[src/rtl/vortex_ctrl_pkg.sv]
// -----------------------------------------------------------------------------
// vortex_ctrl_pkg
// Shared definitions for the Vortex control-port AXI4-Lite master:
//   - state_e     : sequencer state encoding (3-bit)
//   - AXI_RESP_*  : AXI4-Lite response codes
//   - VC_*        : default widths and watchdog limit
//   - resp_is_err : maps a BRESP/RRESP code to the requester's error flag
// -----------------------------------------------------------------------------
package vortex_ctrl_pkg;

    localparam int unsigned VC_ADDR_WIDTH     = 8;
    localparam int unsigned VC_DATA_WIDTH     = 32;
    localparam int unsigned VC_TIMEOUT_CYCLES = 1024;

    localparam logic [1:0] AXI_RESP_OKAY   = 2'b00;
    localparam logic [1:0] AXI_RESP_SLVERR = 2'b10;

    typedef enum logic [2:0] {
        ST_IDLE    = 3'd0,
        ST_WR_REQ  = 3'd1,
        ST_WR_RESP = 3'd2,
        ST_RD_REQ  = 3'd3,
        ST_RD_RESP = 3'd4,
        ST_RSP     = 3'd5
    } state_e;

    // Anything other than OKAY (SLVERR, DECERR, EXOKAY) is reported as an error.
    function automatic logic resp_is_err(input logic [1:0] resp);
        return resp != AXI_RESP_OKAY;
    endfunction

endpackage

[src/rtl/vortex_ctrl_axil_master_if.sv]
// -----------------------------------------------------------------------------
// vortex_ctrl_axil_master_if
// AXI4-Lite control bus between the sequencer (master) and the Vortex control
// registers (slave).
//   AW : awvalid, awready, awaddr
//   W  : wvalid, wready, wdata, wstrb
//   B  : bvalid, bready, bresp
//   AR : arvalid, arready, araddr
//   R  : rvalid, rready, rdata, rresp
// -----------------------------------------------------------------------------
interface vortex_ctrl_axil_master_if #(
    parameter int unsigned ADDR_WIDTH = 8,
    parameter int unsigned DATA_WIDTH = 32
);
    logic                    awvalid;
    logic                    awready;
    logic [ADDR_WIDTH-1:0]   awaddr;
    logic                    wvalid;
    logic                    wready;
    logic [DATA_WIDTH-1:0]   wdata;
    logic [DATA_WIDTH/8-1:0] wstrb;
    logic                    bvalid;
    logic                    bready;
    logic [1:0]              bresp;
    logic                    arvalid;
    logic                    arready;
    logic [ADDR_WIDTH-1:0]   araddr;
    logic                    rvalid;
    logic                    rready;
    logic [DATA_WIDTH-1:0]   rdata;
    logic [1:0]              rresp;

    modport master (
        output awvalid, awaddr, wvalid, wdata, wstrb, bready, arvalid, araddr, rready,
        input  awready, wready, bvalid, bresp, arready, rvalid, rdata, rresp
    );

    modport slave (
        input  awvalid, awaddr, wvalid, wdata, wstrb, bready, arvalid, araddr, rready,
        output awready, wready, bvalid, bresp, arready, rvalid, rdata, rresp
    );
endinterface

[src/rtl/vortex_ctrl_timeout_cnt.sv]
// -----------------------------------------------------------------------------
// vortex_ctrl_timeout_cnt
// Per-transaction watchdog. Used only when VORTEX_CTRL_TIMEOUT_EN is defined.
//   clk, rst   : clock, asynchronous active-high reset
//   clear_i    : restart the count (command accepted)
//   en_i       : count this cycle (transaction in flight)
//   expired_o  : this cycle's increment brings the count to TIMEOUT_CYCLES-1;
//                the sequencer abandons the transaction on this edge
// TIMEOUT_CYCLES must be at least 2.
// -----------------------------------------------------------------------------
module vortex_ctrl_timeout_cnt #(
    parameter int unsigned TIMEOUT_CYCLES = 1024
) (
    input  logic clk,
    input  logic rst,
    input  logic clear_i,
    input  logic en_i,
    output logic expired_o
);
    localparam int unsigned      CW    = $clog2(TIMEOUT_CYCLES) + 1;
    localparam logic [CW-1:0]    LIMIT = CW'(TIMEOUT_CYCLES - 1);

    logic [CW-1:0] cnt_q, cnt_d;

    // Expire on the edge where the count lands on the limit, so the response
    // appears TIMEOUT_CYCLES cycles after the accept cycle.
    assign expired_o = en_i && ((cnt_q + CW'(1)) == LIMIT);

    always_comb begin
        cnt_d = cnt_q;
        if (clear_i) begin
            cnt_d = '0;
        end else if (en_i) begin
            cnt_d = cnt_q + CW'(1);
        end
    end

    always_ff @(posedge clk or posedge rst) begin
        if (rst) begin
            cnt_q <= '0;
        end else begin
            cnt_q <= cnt_d;
        end
    end
endmodule

[src/rtl/vortex_ctrl_axil_master.sv]
// -----------------------------------------------------------------------------
// vortex_ctrl_axil_master
// Turns single-beat register commands into AXI4-Lite transactions on the
// Vortex control port, one transaction outstanding at a time, and returns one
// response (read data + error flag) per command.
//   clk, rst             : clock, asynchronous active-high reset
//   cmd_valid_i/ready_o  : command handshake; cmd_we_i/addr_i/wdata_i/wstrb_i
//   rsp_valid_o/ready_i  : response handshake; rsp_rdata_o (0 for writes), rsp_err_o
//   busy_o               : sequencer not idle
//   m_axi_ctrl           : AXI4-Lite master (AW, W, B, AR, R)
// Optional feature: define VORTEX_CTRL_TIMEOUT_EN to add a per-transaction
// watchdog of TIMEOUT_CYCLES cycles; without it transactions wait forever.
// -----------------------------------------------------------------------------
module vortex_ctrl_axil_master
    import vortex_ctrl_pkg::*;
#(
    parameter int unsigned ADDR_WIDTH     = VC_ADDR_WIDTH,
    parameter int unsigned DATA_WIDTH     = VC_DATA_WIDTH,
    parameter int unsigned TIMEOUT_CYCLES = VC_TIMEOUT_CYCLES
) (
    input  logic                    clk,
    input  logic                    rst,
    input  logic                    cmd_valid_i,
    output logic                    cmd_ready_o,
    input  logic                    cmd_we_i,
    input  logic [ADDR_WIDTH-1:0]   cmd_addr_i,
    input  logic [DATA_WIDTH-1:0]   cmd_wdata_i,
    input  logic [DATA_WIDTH/8-1:0] cmd_wstrb_i,
    output logic                    rsp_valid_o,
    input  logic                    rsp_ready_i,
    output logic [DATA_WIDTH-1:0]   rsp_rdata_o,
    output logic                    rsp_err_o,
    output logic                    busy_o,
    vortex_ctrl_axil_master_if.master m_axi_ctrl
);
    state_e                  state_q, state_d;
    logic [ADDR_WIDTH-1:0]   addr_q, addr_d;
    logic [DATA_WIDTH-1:0]   wdata_q, wdata_d;
    logic [DATA_WIDTH/8-1:0] wstrb_q, wstrb_d;
    logic [DATA_WIDTH-1:0]   rdata_q, rdata_d;
    logic                    err_q, err_d;
    logic                    aw_done_q, aw_done_d;
    logic                    w_done_q, w_done_d;

    logic accept, in_flight, timeout;
    logic awvalid, wvalid, bready, arvalid, rready;
    logic aw_hs, w_hs;

    // cmd_ready_o is forced low while reset is held so every ready/valid
    // output is 0 during reset, not only after the first clock.
    assign cmd_ready_o = (state_q == ST_IDLE) && !rst;
    assign accept      = cmd_valid_i && cmd_ready_o;
    assign in_flight   = (state_q == ST_WR_REQ) || (state_q == ST_WR_RESP) ||
                         (state_q == ST_RD_REQ) || (state_q == ST_RD_RESP);

`ifdef VORTEX_CTRL_TIMEOUT_EN
    vortex_ctrl_timeout_cnt #(
        .TIMEOUT_CYCLES (TIMEOUT_CYCLES)
    ) u_timeout_cnt (
        .clk       (clk),
        .rst       (rst),
        .clear_i   (accept),
        .en_i      (in_flight),
        .expired_o (timeout)
    );
`else
    // No watchdog: folds to constant 0 for any legal (non-zero) limit.
    assign timeout = (TIMEOUT_CYCLES == 0);
`endif

    // Channel controls decode from registered state only; a timeout drops
    // them in the cycle the transaction is abandoned.
    assign awvalid = (state_q == ST_WR_REQ)  && !aw_done_q && !timeout;
    assign wvalid  = (state_q == ST_WR_REQ)  && !w_done_q  && !timeout;
    assign bready  = (state_q == ST_WR_RESP) && !timeout;
    assign arvalid = (state_q == ST_RD_REQ)  && !timeout;
    assign rready  = (state_q == ST_RD_RESP) && !timeout;
    assign aw_hs   = awvalid && m_axi_ctrl.awready;
    assign w_hs    = wvalid  && m_axi_ctrl.wready;

    assign m_axi_ctrl.awvalid = awvalid;
    assign m_axi_ctrl.awaddr  = addr_q;
    assign m_axi_ctrl.wvalid  = wvalid;
    assign m_axi_ctrl.wdata   = wdata_q;
    assign m_axi_ctrl.wstrb   = wstrb_q;
    assign m_axi_ctrl.bready  = bready;
    assign m_axi_ctrl.arvalid = arvalid;
    assign m_axi_ctrl.araddr  = addr_q;
    assign m_axi_ctrl.rready  = rready;

    assign rsp_valid_o = (state_q == ST_RSP);
    assign rsp_rdata_o = rdata_q;
    assign rsp_err_o   = err_q;
    assign busy_o      = (state_q != ST_IDLE);

    always_comb begin
        // NOTE: every variable gets its hold value before the case so no
        // path through the block leaves one unassigned (which would infer a latch).
        state_d   = state_q;
        addr_d    = addr_q;
        wdata_d   = wdata_q;
        wstrb_d   = wstrb_q;
        rdata_d   = rdata_q;
        err_d     = err_q;
        aw_done_d = aw_done_q;
        w_done_d  = w_done_q;

        unique case (state_q)
            ST_IDLE: begin
                if (accept) begin
                    addr_d    = cmd_addr_i;
                    wdata_d   = cmd_wdata_i;
                    wstrb_d   = cmd_wstrb_i;
                    aw_done_d = 1'b0;
                    w_done_d  = 1'b0;
                    state_d   = cmd_we_i ? ST_WR_REQ : ST_RD_REQ;
                end
            end
            ST_WR_REQ: begin
                if (aw_hs) aw_done_d = 1'b1;
                if (w_hs)  w_done_d  = 1'b1;
                // Both handshakes may land on the same edge or in either order.
                if ((aw_done_q || aw_hs) && (w_done_q || w_hs)) state_d = ST_WR_RESP;
            end
            ST_WR_RESP: begin
                if (bready && m_axi_ctrl.bvalid) begin
                    rdata_d = '0;
                    err_d   = resp_is_err(m_axi_ctrl.bresp);
                    state_d = ST_RSP;
                end
            end
            ST_RD_REQ: begin
                if (arvalid && m_axi_ctrl.arready) state_d = ST_RD_RESP;
            end
            ST_RD_RESP: begin
                if (rready && m_axi_ctrl.rvalid) begin
                    rdata_d = m_axi_ctrl.rdata;
                    err_d   = resp_is_err(m_axi_ctrl.rresp);
                    state_d = ST_RSP;
                end
            end
            ST_RSP: begin
                if (rsp_ready_i) state_d = ST_IDLE;
            end
            default: state_d = ST_IDLE;
        endcase

        if (timeout) begin
            rdata_d = '0;
            err_d   = 1'b1;
            state_d = ST_RSP;
        end
    end

    always_ff @(posedge clk or posedge rst) begin
        if (rst) begin
            state_q   <= ST_IDLE;
            addr_q    <= '0;
            wdata_q   <= '0;
            wstrb_q   <= '0;
            rdata_q   <= '0;
            err_q     <= 1'b0;
            aw_done_q <= 1'b0;
            w_done_q  <= 1'b0;
        end else begin
            // NOTE: non-blocking assignments so every register samples the
            // pre-edge values regardless of statement order.
            state_q   <= state_d;
            addr_q    <= addr_d;
            wdata_q   <= wdata_d;
            wstrb_q   <= wstrb_d;
            rdata_q   <= rdata_d;
            err_q     <= err_d;
            aw_done_q <= aw_done_d;
            w_done_q  <= w_done_d;
        end
    end
endmodule

[src/flat_wrapper.sv]
// flat-port wrapper written by rule: the top's interface ports become plain ports
module vortex_ctrl_axil_master_flat import vortex_ctrl_pkg::*;
#(
    parameter int unsigned ADDR_WIDTH     = VC_ADDR_WIDTH,
    parameter int unsigned DATA_WIDTH     = VC_DATA_WIDTH,
    parameter int unsigned TIMEOUT_CYCLES = VC_TIMEOUT_CYCLES
)
  (clk, rst, cmd_valid_i, cmd_ready_o, cmd_we_i, cmd_addr_i, cmd_wdata_i, cmd_wstrb_i, rsp_valid_o, rsp_ready_i, rsp_rdata_o, rsp_err_o, busy_o, m_axi_ctrl_awvalid, m_axi_ctrl_awaddr, m_axi_ctrl_wvalid, m_axi_ctrl_wdata, m_axi_ctrl_wstrb, m_axi_ctrl_bready, m_axi_ctrl_arvalid, m_axi_ctrl_araddr, m_axi_ctrl_rready, m_axi_ctrl_awready, m_axi_ctrl_wready, m_axi_ctrl_bvalid, m_axi_ctrl_bresp, m_axi_ctrl_arready, m_axi_ctrl_rvalid, m_axi_ctrl_rdata, m_axi_ctrl_rresp);
  vortex_ctrl_axil_master_if #(.ADDR_WIDTH(ADDR_WIDTH), .DATA_WIDTH(DATA_WIDTH)) m_axi_ctrl_i ();
  input  logic clk;
  input  logic rst;
  input  logic cmd_valid_i;
  output logic cmd_ready_o;
  input  logic cmd_we_i;
  input  logic [ADDR_WIDTH-1:0] cmd_addr_i;
  input  logic [DATA_WIDTH-1:0] cmd_wdata_i;
  input  logic [DATA_WIDTH/8-1:0] cmd_wstrb_i;
  output logic rsp_valid_o;
  input  logic rsp_ready_i;
  output logic [DATA_WIDTH-1:0] rsp_rdata_o;
  output logic rsp_err_o;
  output logic busy_o;
  output wire logic [$bits(m_axi_ctrl_i.awvalid)-1:0] m_axi_ctrl_awvalid;
  output wire logic [$bits(m_axi_ctrl_i.awaddr)-1:0] m_axi_ctrl_awaddr;
  output wire logic [$bits(m_axi_ctrl_i.wvalid)-1:0] m_axi_ctrl_wvalid;
  output wire logic [$bits(m_axi_ctrl_i.wdata)-1:0] m_axi_ctrl_wdata;
  output wire logic [$bits(m_axi_ctrl_i.wstrb)-1:0] m_axi_ctrl_wstrb;
  output wire logic [$bits(m_axi_ctrl_i.bready)-1:0] m_axi_ctrl_bready;
  output wire logic [$bits(m_axi_ctrl_i.arvalid)-1:0] m_axi_ctrl_arvalid;
  output wire logic [$bits(m_axi_ctrl_i.araddr)-1:0] m_axi_ctrl_araddr;
  output wire logic [$bits(m_axi_ctrl_i.rready)-1:0] m_axi_ctrl_rready;
  input wire logic [$bits(m_axi_ctrl_i.awready)-1:0] m_axi_ctrl_awready;
  input wire logic [$bits(m_axi_ctrl_i.wready)-1:0] m_axi_ctrl_wready;
  input wire logic [$bits(m_axi_ctrl_i.bvalid)-1:0] m_axi_ctrl_bvalid;
  input wire logic [$bits(m_axi_ctrl_i.bresp)-1:0] m_axi_ctrl_bresp;
  input wire logic [$bits(m_axi_ctrl_i.arready)-1:0] m_axi_ctrl_arready;
  input wire logic [$bits(m_axi_ctrl_i.rvalid)-1:0] m_axi_ctrl_rvalid;
  input wire logic [$bits(m_axi_ctrl_i.rdata)-1:0] m_axi_ctrl_rdata;
  input wire logic [$bits(m_axi_ctrl_i.rresp)-1:0] m_axi_ctrl_rresp;
  assign m_axi_ctrl_awvalid = m_axi_ctrl_i.awvalid;
  assign m_axi_ctrl_awaddr = m_axi_ctrl_i.awaddr;
  assign m_axi_ctrl_wvalid = m_axi_ctrl_i.wvalid;
  assign m_axi_ctrl_wdata = m_axi_ctrl_i.wdata;
  assign m_axi_ctrl_wstrb = m_axi_ctrl_i.wstrb;
  assign m_axi_ctrl_bready = m_axi_ctrl_i.bready;
  assign m_axi_ctrl_arvalid = m_axi_ctrl_i.arvalid;
  assign m_axi_ctrl_araddr = m_axi_ctrl_i.araddr;
  assign m_axi_ctrl_rready = m_axi_ctrl_i.rready;
  assign m_axi_ctrl_i.awready = m_axi_ctrl_awready;
  assign m_axi_ctrl_i.wready = m_axi_ctrl_wready;
  assign m_axi_ctrl_i.bvalid = m_axi_ctrl_bvalid;
  assign m_axi_ctrl_i.bresp = m_axi_ctrl_bresp;
  assign m_axi_ctrl_i.arready = m_axi_ctrl_arready;
  assign m_axi_ctrl_i.rvalid = m_axi_ctrl_rvalid;
  assign m_axi_ctrl_i.rdata = m_axi_ctrl_rdata;
  assign m_axi_ctrl_i.rresp = m_axi_ctrl_rresp;
  vortex_ctrl_axil_master #(.ADDR_WIDTH(ADDR_WIDTH), .DATA_WIDTH(DATA_WIDTH), .TIMEOUT_CYCLES(TIMEOUT_CYCLES)) u_core (.clk(clk), .rst(rst), .cmd_valid_i(cmd_valid_i), .cmd_ready_o(cmd_ready_o), .cmd_we_i(cmd_we_i), .cmd_addr_i(cmd_addr_i), .cmd_wdata_i(cmd_wdata_i), .cmd_wstrb_i(cmd_wstrb_i), .rsp_valid_o(rsp_valid_o), .rsp_ready_i(rsp_ready_i), .rsp_rdata_o(rsp_rdata_o), .rsp_err_o(rsp_err_o), .busy_o(busy_o), .m_axi_ctrl(m_axi_ctrl_i));
endmodule
[config.mk]
export PLATFORM = sky130hd
export DESIGN_NAME = vortex_ctrl_axil_master_flat
export DESIGN_NICKNAME = d
export VERILOG_FILES = /design/src/rtl/vortex_ctrl_pkg.sv /design/src/rtl/vortex_ctrl_axil_master_if.sv /design/src/rtl/vortex_ctrl_timeout_cnt.sv /design/src/rtl/vortex_ctrl_axil_master.sv /design/src/flat_wrapper.sv
export SDC_FILE = /design/constraint.sdc
export NUM_CORES = 1
export LEC_CHECK = 0
export BUFFER_PORTS_ARGS = -buffer_cell sky130_fd_sc_hd__buf_2
export CAP_MARGIN = 0
export CORE_ASPECT_RATIO = 1.5
export CORE_MARGIN = 1.5
export CORE_UTILIZATION = 35
export CTS_BUF_LIST = sky130_fd_sc_hd__clkbuf_8
export CTS_CLUSTER_DIAMETER = 150
export DETAILED_ROUTE_END_ITERATION = 8
export PLACE_DENSITY = 0.72
export SLEW_MARGIN = 0
export SYNTH_ARGS = -nofsm -noshare
export SYNTH_HDL_FRONTEND = slang
export SYNTH_SLANG_ARGS = --single-unit
[constraint.sdc]
create_clock -name clk -period 8.4 [get_ports clk]
set_input_delay 2.1 -clock clk [delete_from_list [all_inputs] [get_ports clk]]
set_output_delay 2.1 -clock clk [all_outputs]
set_load 0.01 [all_outputs]
Word-level counts from Yosys, hierarchy flattened
Index checks and enable logic that the tools add are counted.
{"block": "classes", "n_reduce_logical": 26, "n_eq_ne": 13, "n_mux": 19}
{"operator": "two-way mux 32 bit", "count": 2}
{"operator": "one-hot mux 32 bit (2 select lines)", "count": 1}
{"operator": "two-way mux 3 bit", "count": 6}
{"operator": "one-hot mux 3 bit (6 select lines)", "count": 1}
{"operator": "logical AND 1 bit", "count": 10}
{"operator": "AND reduction 3 bit", "count": 3}
{"operator": "!= test 2 x 1 -> 1 bit, second input constant", "count": 4}
{"operator": "!= test 2 bit, second input constant", "count": 4}
{"operator": "nonzero test 2 bit", "count": 4}
{"operator": "equality test 3 x 2 -> 1 bit, second input constant", "count": 2}
{"operator": "equality test 3 bit, second input constant", "count": 2}
{"operator": "one-hot mux 1 bit (2 select lines)", "count": 3}
{"operator": "AND reduction 6 bit", "count": 1}
{"operator": "two-way mux 1 bit", "count": 5}
{"operator": "equality test 3 x 1 -> 1 bit, second input constant", "count": 1}
{"operator": "zero test 1 bit", "count": 3}
{"operator": "zero test 3 bit", "count": 1}
{"operator": "nonzero test 3 bit", "count": 1}
{"operator": "logical OR 1 bit", "count": 2}
{"operator": "two-way mux 2 bit", "count": 1}
{"operator": "AND reduction 2 bit", "count": 1}
{"block": "word_totals", "inputBits": 90, "out_inout_bits": 93, "regBits": 82, "elab_cells": 66}

Logic depth before layout (Yosys ltp)
Gate-level depths: netlist (run 1).
{"block": "logic_depth", "ltp_word": 7, "depth_mapped": 7, "mapped_depth_nobuf": 4}

Worst setup path before layout (run 1)
Ideal clock, no wire load.
{"block": "synth_timing", "kind": "input -> register", "from": "in rst", "to": "reg u_core.addr_q[0] (netlist: u_core.m_axi_ctrl.araddr[0])", "setup_ps": 125, "required_ps": 8275, "arrival_ps": 4603, "path_buffers": 2, "stages": 5, "path_slack_ps": 3672, "path_cell_list": "inv_1 > nand3b_4 > buf_6 > buf_8 > mux2_4"}
{"block": "synth_via", "elab_chain_cells": 4}
{"element": "start: declaration", "line": "flat_wrapper.sv:11", "text": "input logic rst;"}
{"element": "zero test 1 bit", "line": "vortex_ctrl_axil_master.sv:51", "text": "assign cmd_ready_o = (state_q == ST_IDLE) && !rst;"}
{"element": "logical AND 1 bit", "line": "vortex_ctrl_axil_master.sv:51"}
{"element": "logical AND 1 bit", "line": "vortex_ctrl_axil_master.sv:52", "text": "assign accept = cmd_valid_i && cmd_ready_o;"}
{"element": "AND reduction 2 bit (no line)"}
{"element": "end signal: assignment", "line": "vortex_ctrl_axil_master.sv:169", "text": "addr_q <= addr_d;"}
{"element": "end: declaration", "line": "vortex_ctrl_axil_master.sv:37", "text": "logic [ADDR_WIDTH-1:0] addr_q, addr_d;"}
Every way passes these cells.
A chain may end at the register's enable or synchronous reset.

Worst setup path in the final report (run 1)
{"block": "layout_timing", "from": "in rst", "to": "out cmd_ready_o"}
{"block": "layout_via", "elab_chain_cells": 2}
{"element": "zero test 1 bit", "line": "vortex_ctrl_axil_master.sv:51"}
{"element": "logical AND 1 bit", "line": "vortex_ctrl_axil_master.sv:51"}
{"element": "end: declaration", "line": "flat_wrapper.sv:13", "text": "output logic cmd_ready_o;"}
Every way passes these cells.

==> results of run 1 <==
where the power goes:
group / internal (uW) / switching (uW)
Combinational: 381 / 300
Clock: 155 / 140
Sequential: 567 / 120
placed cells by master (no fill, tap or decap), types with 3 or more instances in the layout:
cell	n
dfrtp_1	82
o21ai_0	7
nor2_1	6
mux2_4	38
clkbuf_8	11
nand2_1	8
mux2_2	7
nor2b_1	3
a22o_1	32
buf_2	182
nor3b_1	3
worst max path at each step:
| stage | from | to | slack, ps | cells after the start |
|---|---|---|---|---|
| final | rst | cmd_ready_o | 3860 | 3 |
| after global routing | rst | u_core.m_axi_ctrl.wdata[9] | 3810 | 5 |
| after CTS | rst | cmd_ready_o | 3850 | 3 |
| after detailed placement | rst | u_core.m_axi_ctrl.wdata[10] | 3600 | 5 |
| after global placement | rst | u_core.m_axi_ctrl.wdata[6] | 3740 | 5 |
| after floorplan | rst | u_core.m_axi_ctrl.araddr[0] | 3670 | 5 |
flip-flops by register name, summed over array words and instances, names as in the netlist:
signal,cells
u_core.m_axi_ctrl.wdata,32
u_core.rsp_rdata_o,32
u_core.m_axi_ctrl.araddr,8
u_core.m_axi_ctrl.wstrb,4
u_core.state_q,3
u_core.aw_done_q,1
u_core.rsp_err_o,1
u_core.w_done_q,1
metrics by stage:
stage	cell area, um^2	utilization (%)	setup slack (ps)
after floorplan	3480	-	3670
after global placement	4350	44.9	3740
after detailed placement	4350	44.9	3600
after CTS	4560	47.1	3850
after global routing	4560	47.1	3810
final	4560	47.1	3860
cells by family (layout without fill, tap and decap cells):
group,Yosys count,in the layout
AND/OR/NAND/NOR,32,32
flip-flops,82,82
buffers and inverters,27,202
multiplexers,46,46
AO/OA/AOI/OAI,48,48
other,0,1
per-layer routing:
metal	track usage [%]	vias up
li1	-	1173
met1	16.7	1211
met2	26.3	98
met3	4.88	7
met4	5.12	0
met5	0	-
final cells by class:
class                      count  area share, %
sequential                    82           45.0
inverter                       3          0.274
clock buffer                  11           3.32
tap                          115           3.15
antenna                        1         0.0548
multi-input combinational    126           26.8
timing repair buffer         183           20.1
clock inverter                 5           1.34
==> results.cfg, run 1 <==
[route]
firstDrtPassIters = 4
met3_length_um = 568
post-route-drc-count = 0
highest_layer = met4
detail-route-antenna-nets = 0
drt_iter0_markers = 107
avgViaCountPerCell = 4.73
met2_length_um = 4080
m1WireLength_um = 3000
routed_wl_um = 7750
num_vias = 2489
wl_per_cell_um = 14.7

[placed_design]
gp_congestion = 0.738
dpl.cell_count = 509
portBuffers = 182
hpwl_um = 5570

[worst_setup_path]
crit_fanout = 3
cpPeakStageDelay_ps = 130
crit_type = input port to output port
critPathRequiredTime_ps = 6300
crit_slowest_cell = buf_2
r2r_start = u_core.state_q[0]
crit_path_end_kind = output port
arrival_ps = 2440
r2r_cells = 3
rrSetupSlack_ps = 5970
cp_top_family = buffers and inverters
critPathMostFrequentCell = buf_2
path_buf_inv = 2
path_cells = buf_2 -> nor2_1 -> buf_2
start_kind = input port
r2r_end = u_core.m_axi_ctrl.wdata[3]

[timing]
max_freq_mhz = 220
fin_crit_sh_pct = 54.1
holdWs_ps = 505
finalSetupTns_ps = 0
rsz0062_at_grt = no
worstMarginPinSlew_ps = 1190
finalHoldViolCount = 0
slew_headroom_pct = 20.5
fin_crit_ps = 4540
finalMaxSlewViolations = 0
finalSetupViolCount = 0
finClkSkew_ps = 8.53

[floorplan]
die-area_um2 = 10600
start_util_pct = 35.9
core-area_um2 = 9690
ios = 183
die_y_um = 125
die_w_um = 84.4
fp-row-count = 44

[logic_synthesis]
ys_top_cells_by_area = dfrtp_1, mux2_4, a22o_1, mux2_2, buf_12
syn_inst = 235
syn_nets = 325
synth.distinct_cells = 33
synth_top_area_share_pct = 59.0
yosysMostFrequentCell = dfrtp_1
synth_edf_count = 0
synth_xor_area_share_pct = 0
ys_ff_latch = 82
synth_top_family_by_area = multiplexers
netlist_area_um2 = 3480
synth-compound-area-share_pct = 10.8
synth-simple-area-share_pct = 5.32
synth_ff_type = dfrtp_1
yosysWarnings = 0
synthArstFlopShare_pct = 100
yosysSeqAreaShare_pct = 59.0
synthAdderAreaFrac_pct = 0
yosys-top-cells-count = dfrtp_1, mux2_4, a22o_1
synthMuxAreaShare_pct = 18.9
synth_top_area_cell = dfrtp_1
synth.avg_cell_area_um2 = 14.8

[clock_tree]
clk_path_buf_depth = 2
cts_made_buffers = 9
cts_sinks = 82
cts_hold_repair.buffers = 0
htreeDepth = 3
clk_pin_slew_ps = 90
cts.repair.resized = 0
cts_tree = built
cts_setup_buffers = 0
clock_latency_ps = 340
clock-root-buffer = clkbuf_8

[global_route]
grt_start_max_net_pins = 84
grt_usage_pct = 14.9
grt_pass1_wl_um = 12500
first_global_vias = 2561
antenna_found_initial = 1
globalRouteOverflowTotal = 0

[hold_path]
hold_path_startpoint = u_core.rsp_rdata_o[25]
holdPathEnd = u_core.rsp_rdata_o[25]
hp-class = flip-flop to flip-flop
hold_path_depth = 1

[power]
p_leak_uw = 0.00251
total_power_uw = 1660
ir_drop_mv = 0.202
power_density_nw_per_um2 = 364

[finish]
area_growth_pct = 31.1
nFillCells = 907
fin_cells = 526
multi_input_area_um2 = 1220
layout-drive-gt1-share_pct = 60.2
layout.nets = 495
ff_latch_area_um2 = 2050

[run_status]
status = finished, final reports clean

[flow_run]
cap_violations = 0
(Power assumes the default switching activity.)
==> inputs of run 2 (changes only) <==
Settings changed: ABC_AREA set to 1.
Clock period 8.4 ns to 4.5 ns, I/O delays scaled along.
==> run 2 against run 1 <==
Power up 75%. Clock skew about the same. Sequential share of layout area rose by 0.74 points. Register-to-register slack got worse by 3700 ps. Cell area is 1.6% lower. Worst setup slack worse by 2000 ps. Non-clock buffer count is the same. Core utilization fell by 0.50 points. Die area shrank 1.3%. Critical endpoint unchanged. Largest cell class unchanged. Largest power group unchanged.
==> results.cfg, run 2 <==
[floorplan]
start_util_pct = 35.6
ios = 183
core-area_um2 = 9630
fp-row-count = 44
die-area_um2 = 10400
die_w_um = 83.9
die_y_um = 124

[logic_synthesis]
synthAdderAreaFrac_pct = 0
synth-compound-area-share_pct = 5.83
synth.distinct_cells = 20
synth_top_area_cell = dfrtp_1
ys_top_cells_by_area = dfrtp_1, nand2_1, o21ai_0, buf_4, buf_6
netlist_area_um2 = 3430
synth_top_family_by_area = simple AND/OR/NAND/NOR gates
yosysSeqAreaShare_pct = 59.8
synth_ff_type = dfrtp_1
syn_inst = 405
synthArstFlopShare_pct = 100
synth_top_area_share_pct = 59.8
yosysMostFrequentCell = nand2_1
synth.avg_cell_area_um2 = 8.48
synth_edf_count = 0
ys_ff_latch = 82
synthMuxAreaShare_pct = 0
syn_nets = 495
synth-simple-area-share_pct = 27.5
yosysWarnings = 0
synth_xor_area_share_pct = 0
yosys-top-cells-count = nand2_1, dfrtp_1, o21ai_0

[placed_design]
portBuffers = 182
hpwl_um = 6270
gp_congestion = 0.834

[route]
wl_per_cell_um = 12.6
avgViaCountPerCell = 4.64
drt_iter0_markers = 167
firstDrtPassIters = 5
routed_wl_um = 8710
detail-route-antenna-nets = 0
post-route-drc-count = 0
num_vias = 3216

[global_route]
grt_pass1_wl_um = 14300
grt_start_max_net_pins = 47
grt_usage_pct = 17.1
globalRouteOverflowTotal = 0
first_global_vias = 3204
antenna_found_initial = 0

[worst_setup_path]
crit_path_end_kind = output port
r2r_end = u_core.state_q[1]
crit_fanout = 2
critPathRequiredTime_ps = 3380
arrival_ps = 1520
r2r_cells = 7
crit_type = input port to output port
r2r_start = u_core.state_q[1]
rrSetupSlack_ps = 2230
start_kind = input port

[finish]
layout_common_cells = nand2_1, buf_2, dfrtp_1
utilization_pct = 46.6
final_common_cell = nand2_1
nFillCells = 917
layout-drive-gt1-share_pct = 36.2
layout.nets = 663
area_growth_pct = 30.8
n_antenna_cell = 0

[power]
power.share.switching_pct = 40.7
p_seq_share_pct = 42.9
p_leak_uw = 0.00278
ir_drop_mv = 0.247
switching_power_uw = 1180
power.internal_uw = 1720
power_density_nw_per_um2 = 647
pwr-share-comb_pct = 41.1
power_frac_clock_pct = 15.9

[hold_path]
hold_path_startpoint = u_core.m_axi_ctrl.wdata[14]
hold_path_depth = 2
holdPathEnd = u_core.m_axi_ctrl.wdata[14]
hp-class = flip-flop to flip-flop

[flow_run]
cap_violations = 0

[clock_tree]
htreeDepth = 3
cts.repair.resized = 0
clk_path_buf_depth = 2
cts_tree = built
clock_latency_ps = 350
clock-root-buffer = clkbuf_8
cts_hold_repair.buffers = 0
cts_made_buffers = 9
cts_setup_buffers = 0
cts_sinks = 82
clk_pin_slew_ps = 70

[timing]
finalSetupTns_ps = 0
finalMaxSlewViolations = 0
fin_crit_ps = 2650
worstMarginPinSlew_ps = 1150
finClkSkew_ps = 8.57
finalHoldViolCount = 0
rsz0062_at_grt = no
max_freq_mhz = 377
slew_headroom_pct = 23.0
fin_crit_sh_pct = 58.9
finalSetupViolCount = 0

[run_status]
status = finished, final reports clean
## run 2: power by group through the flow
stage	sequential [uW]	clock (uW)	combinational [uW]
floorplan	1390	0	598
global placement	1240	0	1180
detailed placement	1260	0	1210
CTS	1250	488	1210
global route	1290	524	1340
finish	1250	462	1190
## run 2: worst max-delay path: stages
cell and delay [ps]:
buf_2 120, nor2_2 130, buf_2 150
## run 2: worst max-delay path by stage
| stage | startpoint | to | slack [ps] |
|---|---|---|---|
| floorplan | rst | u_core.state_q[2] | 960 |
| global placement | m_axi_ctrl_rvalid | u_core.state_q[0] | 1800 |
| detailed placement | rst | u_core.w_done_q | 1730 |
| CTS | u_core.state_q[1] | m_axi_ctrl_wvalid | 1850 |
| global route | u_core.state_q[1] | m_axi_ctrl_wvalid | 1690 |
| finish | rst | cmd_ready_o | 1850 |
## run 2: kinds of logic (layout without fill, tap and decap cells)
kind of cell / count (synthesis) / in the layout
buffers and inverters: 41 / 214
AOI/OAI and AO/OA: 40 / 40
and+or+nand+nor: 242 / 242
DFF: 82 / 82
## run 2: final cells by class
cell class	instances	area, um^2	area share (%)
clock buffer	9	124	2.76
sequential	82	2050	45.7
inverter	15	60.1	1.34
clock inverter	7	47.5	1.06
multi-input combinational	282	1140	25.5
tap	115	144	3.21
timing repair buffer	183	918	20.5
## run 2: stage by stage
stage | power (uW) | instances | hold WS [ps] | instance area [um^2] | worst slack, ps
finish | 2900 | 693 | 479 | 4490 | 1850
global route | 3150 | 693 | 494 | 4490 | 1690
CTS | 2940 | 693 | 485 | 4490 | 1850
detailed placement | 2460 | 677 | 461 | 4320 | 1730
global placement | 2420 | 677 | 458 | 4320 | 1800
floorplan | 1990 | 405 | 515 | 3430 | 962
## run 2: metal layers
| layer | vias to the layer above | GRT usage [%] | routed length [um] |
|---|---|---|---|
| met3 | 26 | 3.84 | 421 |
| met2 | 127 | 30.2 | 4590 |
| li1 | 1569 | - | - |
| met1 | 1494 | 18.8 | 3400 |
| met5 | - | 0 | 0 |
| met4 | 0 | 9.16 | 303 |
==> inputs of run 3 (changes only) <==
Settings changed: ABC_AREA 1 to 0.
Clock period 4.5 ns to 2.8 ns, I/O delays scaled along.
==> run 3 against run 2 <==
Sequential power up 65%. Die area up 1.3%. Register-to-register slack worse by 1600 ps. Via count down 21%. Clock skew down 0.71 ps. Non-clock buffer count up 3. Critical endpoint unchanged. Largest cell class unchanged.
==> results.cfg, run 3 (synthesis gave the netlist of run 1 again) <==
[clock_tree]
cts_tree = built
cts_hold_repair.buffers = 0
cts_sinks = 82
cts_made_buffers = 9
htreeDepth = 3
clock-root-buffer = clkbuf_8
clock_latency_ps = 350
clk_pin_slew_ps = 80
cts.repair.resized = 0
clk_path_buf_depth = 2
cts_setup_buffers = 0

[placed_design]
hpwl_um = 6020
portBuffers = 182
dpl.cell_count = 512
dp_slack_ps = 641
gp_congestion = 0.767

[finish]
multi_input_area_um2 = 1220
area_growth_pct = 31.0
final_common_cell = buf_2
layout-drive-gt1-share_pct = 60.0
fin_cells = 529
layout.nets = 498
layout_common_cells = buf_2, dfrtp_1, mux2_4
nFillCells = 898
ff_latch_area_um2 = 2050

[floorplan]
die_y_um = 125
die-area_um2 = 10600
core-area_um2 = 9690
ios = 183
fp-row-count = 44
start_util_pct = 35.9
die_w_um = 84.4

[route]
wl_per_cell_um = 15.6
met2_length_um = 4470
firstDrtPassIters = 4
avgViaCountPerCell = 4.82
post-route-drc-count = 0
highest_layer = met4
met3_length_um = 488
drt_iter0_markers = 99
m1WireLength_um = 3060
detail-route-antenna-nets = 0
routed_wl_um = 8260
num_vias = 2551

[worst_setup_path]
r2r_cells = 3
critPathRequiredTime_ps = 2100
crit_type = flip-flop to output port
crit_fanout = 18
crit_path_end_kind = output port
arrival_ps = 1540
start_kind = flip-flop

[timing]
finalSetupTns_ps = 0
rsz0062_at_grt = no
worstMarginPinSlew_ps = 1190
fin_crit_sh_pct = 80.0
slew_headroom_pct = 20.8
finalMaxSlewViolations = 0
finalHoldViolCount = 0
max_freq_mhz = 446
fin_crit_ps = 2240
holdWs_ps = 504
finalSetupViolCount = 0
fin_ws_ps = 559
finClkSkew_ps = 7.85

[hold_path]
hp-class = flip-flop to flip-flop
hold_path_depth = 1

[global_route]
first_global_vias = 2727
antenna_found_initial = 0
globalRouteOverflowTotal = 0
grt_usage_pct = 15.9
grt_pass1_wl_um = 13200
grt_start_max_net_pins = 83

[power]
power_density_nw_per_um2 = 1070
p_leak_uw = 0.00251
total_power_uw = 4880
ir_drop_mv = 0.435

[flow_run]
cap_violations = 0

[run_status]
status = finished, final reports clean
==> run 3: cell types whose count changed in the layout (fill, tap and decap cells not counted), sizes merged, moves of 4 or more <==
cell    delta
a22o      +32
inv       -11
clkinv     -5
nor2       -7
mux2      +45
nand3      -4
o21ai     -31
nand2    -213
==> run 3: cell type report <==
type                    instances  area share (%)
repair buffers                186            20.9
inverters                       3           0.329
clock inverters                 6           0.768
clock buffers                  10            3.02
well taps                     115            3.16
multi-input cells             126            26.8
diodes                          1          0.0549
flip-flops and latches         82            45.0
==> run 3: routing by layer <==
layer | vias up | global-route usage (%)
met5 | - | 0
met4 | 0 | 8.16
met3 | 19 | 4.09
met2 | 99 | 28.0
met1 | 1254 | 17.3
li1 | 1179 | -
==> run 3: path summary, 6_finish.rpt <==
| path | startpoint | end | slack (ps) |
|---|---|---|---|
| worst max-delay path | u_core.state_q[2] | cmd_ready_o | 560 |
| worst min-delay path | u_core.rsp_rdata_o[8] | u_core.rsp_rdata_o[8] | 500 |
| worst max register to register | u_core.state_q[0] | u_core.rsp_rdata_o[26] | 640 |
| worst min register to register | u_core.rsp_rdata_o[8] | u_core.rsp_rdata_o[8] | 500 |
| max in group asynchronous | rst | u_core.rsp_rdata_o[27] | 1400 |
| min in group asynchronous | rst | u_core.m_axi_ctrl.araddr[2] | 770 |
==> run 3: per-stage QoR <==
step                utilization [%]  instance area (um^2)
finish                         47.1                  4560
global route                   47.0                  4560
CTS                            47.0                  4560
detailed placement             45.3                  4390
global placement               45.3                  4390
floorplan                         -                  3480
==> run 3: critical path: stages, from the launching register on <==
cell	delay [ps]
dfrtp_1	560
or3_4	410
nor2_1	90
buf_2	130
==> run 3: report_power, final <==
group | switching [uW] | internal, uW | leakage (uW)
Clock | 414 | 338 | 0.0000869
Combinational | 924 | 1150 | 0.00140
Sequential | 354 | 1700 | 0.00102
Total | 1690 | 3190 | 0.00251
